<file path="config.mk">
export PLATFORM = sky130hd
export DESIGN_NAME = leve1_csr_unit
export DESIGN_NICKNAME = d
export VERILOG_FILES = /design/src/rtl/leve1_csr_unit.sv
export SDC_FILE = /design/constraint.sdc
export NUM_CORES = 1
export LEC_CHECK = 0
export CAP_MARGIN = 20
export CORE_AREA = 5 5 146 148
export CTS_BUF_LIST = sky130_fd_sc_hd__clkbuf_4
export DETAILED_ROUTE_END_ITERATION = 8
export DIE_AREA = 0 0 151 153
export DONT_BUFFER_PORTS = 1
export GPL_TIMING_DRIVEN = 1
export REMOVE_ABC_BUFFERS = 1
export SLEW_MARGIN = 20
export SYNTH_ARGS = -nofsm -noshare
export SYNTH_HDL_FRONTEND = slang
export SYNTH_SLANG_ARGS = --single-unit
</file>
<file path="constraint.sdc">
create_clock -name CLK -period 2.5 [get_ports CLK]
set_input_delay 0.625 -clock CLK [delete_from_list [all_inputs] [get_ports CLK]]
set_output_delay 0.625 -clock CLK [all_outputs]
set_load 0.05 [all_outputs]
</file>
<file path="src/rtl/leve1_csr_unit.sv">
// rtl/leve1_csr_unit.sv - Zicsr execution unit: legality check, combined CSR read/modify/write, writeback or exception
module leve1_csr_unit #(
    parameter int XLEN = 64
) (
    input  logic            CLK,
    input  logic            RSTn,
    input  logic            i_req_valid,
    output logic            o_req_ready,
    input  logic [2:0]      i_req_funct3,
    input  logic [11:0]     i_req_csr,
    input  logic [4:0]      i_req_rs1,
    input  logic [XLEN-1:0] i_req_rs1_val,
    input  logic [4:0]      i_req_rd,
    input  logic [1:0]      i_priv,
    output logic [11:0]     o_csr_ra,
    input  logic [XLEN-1:0] i_csr_rd,
    output logic [1:0]      o_csr_wcmd,
    output logic [11:0]     o_csr_wa,
    output logic [XLEN-1:0] o_csr_wd,
    output logic            o_wb_valid,
    output logic [4:0]      o_wb_rd,
    output logic [XLEN-1:0] o_wb_data,
    output logic            o_exc_valid,
    output logic [XLEN-1:0] o_exc_cause,
    output logic            o_retire
);

    localparam logic [1:0] CSR_NONE  = 2'd0;
    localparam logic [1:0] CSR_WRITE = 2'd1;
    localparam logic [1:0] CSR_SET   = 2'd2;
    localparam logic [1:0] CSR_CLEAR = 2'd3;

    // Illegal-instruction cause code
    localparam logic [XLEN-1:0] EXC_ILLEGAL = {{(XLEN-2){1'b0}}, 2'b10};

    typedef enum logic [1:0] {
        ST_IDLE  = 2'd0,
        ST_ISSUE = 2'd1,
        ST_RESP  = 2'd2
    } state_t;

    state_t            r_state;
    state_t            w_next_state;

    logic [2:0]        r_funct3;
    logic [11:0]       r_csr;
    logic [4:0]        r_rs1;
    logic [XLEN-1:0]   r_rs1_val;
    logic [4:0]        r_rd;
    logic [1:0]        r_priv;

    logic              w_accept;
    logic [XLEN-1:0]   w_operand;
    logic              w_wr_intent;
    logic              w_illegal;
    logic [1:0]        w_cmd;

    assign w_accept = (r_state == ST_IDLE) && i_req_valid;

    // Immediate forms zero-extend the 5-bit zimm carried in the rs1 field
    assign w_operand = r_funct3[2] ? {{(XLEN-5){1'b0}}, r_rs1} : r_rs1_val;

    // Plain writes always write; set/clear with rs1==0 are pure reads
    assign w_wr_intent = (r_funct3[1:0] == 2'b01) ||
                         ((r_funct3[1:0] != 2'b00) && (r_rs1 != 5'd0));

    // Unknown funct3, insufficient privilege, or a write to a read-only CSR
    assign w_illegal = (r_funct3[1:0] == 2'b00) ||
                       (r_priv < r_csr[9:8]) ||
                       (w_wr_intent && (r_csr[11:10] == 2'b11));

    // Map funct3 low bits onto the CSR file merge command
    always_comb begin
        w_cmd = CSR_NONE;
        case (r_funct3[1:0])
            2'b01:   w_cmd = CSR_WRITE;
            2'b10:   w_cmd = CSR_SET;
            2'b11:   w_cmd = CSR_CLEAR;
            default: w_cmd = CSR_NONE;
        endcase
    end

    // State register; reset drops any in-flight instruction
    always_ff @(posedge CLK or negedge RSTn) begin
        if (!RSTn) begin
            r_state <= ST_IDLE;
        end else begin
            r_state <= w_next_state;
        end
    end

    // Capture the instruction fields on accept; held stable through ISSUE and RESP
    always_ff @(posedge CLK or negedge RSTn) begin
        if (!RSTn) begin
            r_funct3  <= 3'd0;
            r_csr     <= 12'd0;
            r_rs1     <= 5'd0;
            r_rs1_val <= '0;
            r_rd      <= 5'd0;
            r_priv    <= 2'd0;
        end else if (w_accept) begin
            r_funct3  <= i_req_funct3;
            r_csr     <= i_req_csr;
            r_rs1     <= i_req_rs1;
            r_rs1_val <= i_req_rs1_val;
            r_rd      <= i_req_rd;
            r_priv    <= i_priv;
        end
    end

    // Next-state and outputs decoded only from state and latched fields
    always_comb begin
        w_next_state = r_state;
        o_req_ready  = 1'b0;
        o_csr_ra     = 12'd0;
        o_csr_wcmd   = CSR_NONE;
        o_csr_wa     = 12'd0;
        o_csr_wd     = '0;
        o_wb_valid   = 1'b0;
        o_wb_rd      = 5'd0;
        o_wb_data    = '0;
        o_exc_valid  = 1'b0;
        o_exc_cause  = '0;
        o_retire     = 1'b0;
        case (r_state)
            ST_IDLE: begin
                o_req_ready = 1'b1;
                if (i_req_valid) begin
                    w_next_state = ST_ISSUE;
                end
            end
            ST_ISSUE: begin
                o_csr_ra = r_csr;
                if (!w_illegal && w_wr_intent) begin
                    o_csr_wcmd = w_cmd;
                    o_csr_wa   = r_csr;
                    o_csr_wd   = w_operand;
                end
                w_next_state = ST_RESP;
            end
            ST_RESP: begin
                if (w_illegal) begin
                    o_exc_valid = 1'b1;
                    o_exc_cause = EXC_ILLEGAL;
                end else begin
                    o_retire = 1'b1;
                    if (r_rd != 5'd0) begin
                        o_wb_valid = 1'b1;
                        o_wb_rd    = r_rd;
                        o_wb_data  = i_csr_rd;
                    end
                end
                w_next_state = ST_IDLE;
            end
            default: begin
                w_next_state = ST_IDLE;
            end
        endcase
    end

endmodule

</file>
==> summary.md <==
| Metric | Value |
|---|---|
| Post-synth EDFFs | 0 |
| Ratio of cells with drive above 1 in the final layout | between 60 and 70% |
| Post-Synthesis Cells | 560 |
| WP data arrival | 2490 ps |
| Core Area | about 20,000 um^2 |
| Outcome | complete, but fails checks |
| Crit share post-route | 125% |
| Met1 Usage GRT | between 15 and 20% |
| GRT met2 Usage | 33.5% |
| Final TNS setup | -84,090 ps |
| Initial antenna violation count | 17 |
| Cell Pwr Density | approximately 760 nW/um^2 |
| Yosys cell types | 29 |
| Io pins | ~390 |
| Post-detail-place hpwl | 17.5 mm |
| Mean Syn Cell Area | 10.9 um^2 |
| I/O Buffers | 0 |
| Worst setup EP type | output port |
| Post-synth ARST share | 100% |
| Area leader, netlist | dfrtp_1 |
| CTS tree | built |
| Final ANT Viol Nets | 0 |
| Slew Viols, Final | 0 |
| Area delta synth->final | 48.4% |
| Yosys top cell area share | between 30% and 40% |
| Commonest cells in the netlist | dfrtp_1, mux2_2, inv_1 |
| Rows | 52 |
| Initial Util | between 30% and 40% |
| Main synth FF type | dfrtp_1 |
| Synth top area cells | dfrtp_1, mux2_2, nor4b_2 |
| Largest net degree at the start of global routing | 94 |
| Root buffer cell | clkbuf_4 |
| Clock Skews | around 24 ps |
| Routability Congestion | 0.771 |
| # DRC | 0 |
| Worst Path Max Fanout | 18 |
| Gr usage total | a little under a fifth |
| Mapped Area | 6130 um^2 |
| Min Tclk post-route | approximately 3100 ps |
| Die footprint | between 20,000 and 25,000 um^2 |
| Max cap viols | 0 |
| Vias in the first global route | 5,025 |
| Final worst slack | -616 ps |
| Die X | between 150 and 200 um |
| Finished Layout Cells | just over 1,000 |
| Nets | between 900 and 1,000 |
| Overall Power | roughly 7 mW |
| F_max | 321 MHz |
| RSZ-0062 raised after global routing | yes |
| Avg WL per Cell | roughly 22 um |
| Layer with the highest usage | met2 |
| Post-placement cell area | between 8000 and 9000 um^2 |
| H-tree depth | 3 |
| Yosys warns | 0 |
| GRT met3 Usage | 8.50% |
| Most frequent cell after synthesis | dfrtp_1 |
| Cts bufs inserted | 9 |
| Slew margin rel. | roughly 62% |
| Crit path from | r_rs1[3] |
| Final setup violation count | about 150 |
| Violated checks | hold timing, setup timing |
| Total grt overflow | 0 |
| CP Launch Type | register |
| Max VDD drop | approximately 380 uV |
| Max Root-Sink Buffers | 2 |
| DR vias/cell | between 4 and 5 |
| R2r startpoint | r_state[0] |
| First-pass GRT wire length | 32.6 mm |
| Die Ht | between 150 and 200 um |
| Placed Cells | between 900 and 1,000 |
| Total number of vias | between 4,000 and 5,000 |
| Post-route cell area | roughly 9000 um^2 |
| Worst-path clk slew | 180 ps |
| Register bit count reported by yosys | just over 90 |
| Worst-Skew Late Latency | 460 ps |
| Sequential share of the synthesized area | between 30% and 40% |
| DRT iter0 DRCs | ~130 |
| Tightest Pin Transition | 567 ps |
| Clock sink count | 93 |
| Leak | ~4 nW |
| Hold_ws | -186 ps |
| Critical path class | reg -> out |
| Worst hold path class | in -> async |
| Final WL | approximately 23 mm |
| Hold Vio Cnt, Final | 93 |
| DRT Pass-1 Iters | 4 |
| Critical Path RT | roughly 1900 ps |
-- metal layers --
metal	up-vias	wire [um]
li1	2229	-
met1	2345	8070
met2	239	11700
met3	32	2290
met4	6	541
met5	-	47
-- area by class of cell --
type                    count  area, um^2
repair buffers            229        2210
multi-input cells         341        3780
well taps                 270         338
inverters                  71         267
fillers                  1852       10800
diodes                     14        35.0
flip-flops and latches     93        2330
clock inverters             7        66.3
clock buffers               9        67.6
-- report_power, final --
part           internal, mW  switching (mW)  leakage, nW
registers              1.89           0.287         1.09
clock network         0.229           0.608       0.0721
logic                  1.47            2.41         2.75
-- kinds of logic (layout without fill, tap and decap cells) --
family	count (synthesis)	count (layout)	synth area share, %
buffers and inverters	191	316	17.3
other	1	77	0.0612
AOI/OAI and AO/OA	4	7	0.551
DFF	93	93	38.0
muxes	96	96	17.5
adders and majority gates	1	1	0.204
and+or+nand+nor	174	174	26.4
-- sequential cells by signal (all words and copies together) (netlist names) --
signal     cells
r_csr         12
r_funct3       3
r_priv         2
r_rd           5
r_rs1          5
r_rs1_val     64
r_state        2
-- per-stage QoR --
step	utilization (%)	setup slack [ps]
3_3_place_gp	41.4	-181
2_1_floorplan	-	-3930
5_1_grt	45.7	-729
4_1_cts	43.6	-674
3_5_place_dp	41.4	-218
6_report	45.7	-616
-- repair_timing --
| item | CTS | global route |
|---|---|---|
| endpoints found under the hold margin | 93 | 93 |
| resized for setup | 49 | 46 |
| gates cloned | 3 | 3 |
| pin swaps | 19 | 8 |
| setup endpoints to repair | 151 | 151 |
| setup buffers | 4 | 4 |
-- worst paths after layout --
kind / endpoint / slack [ps] / cells past startpoint
worst min register to register: r_rs1_val[12] / 530 / 1
worst max register to register: r_rs1[4] / 700 / 4
max in group asynchronous: r_rd[2] / 2520 / 0
worst min-delay path: r_rs1_val[46] / -190 / 0
worst max-delay path: o_wb_data[8] / -620 / 5
min in group CLK: r_csr[4] / 290 / 1
-- layout by cell type (no fill, tap or decap), types with 5 or more instances in the layout --
cell,Yosys,layout
dfrtp_1,93,92
and2_1,13,12
nor3_2,0,5
buf_6,8,41
nor4b_2,62,36
inv_1,71,70
nor3_1,18,13
diode_2,0,14
mux2_2,91,91
nor3b_2,0,5
buf_4,68,160
clkbuf_4,0,9
buf_8,0,7
buf_12,0,17
nor4_2,0,59
mux2i_1,5,5
conb_1,1,63
nor4b_4,0,30
-- critical path, stage by stage, from the launching register on --
cell,delay [ps]
dfrtp_1,410
or4b_4,580
o21ba_4,310
buf_12,200
nor4b_2,300
buf_4,250
Power figures use the tool's default switching activity.
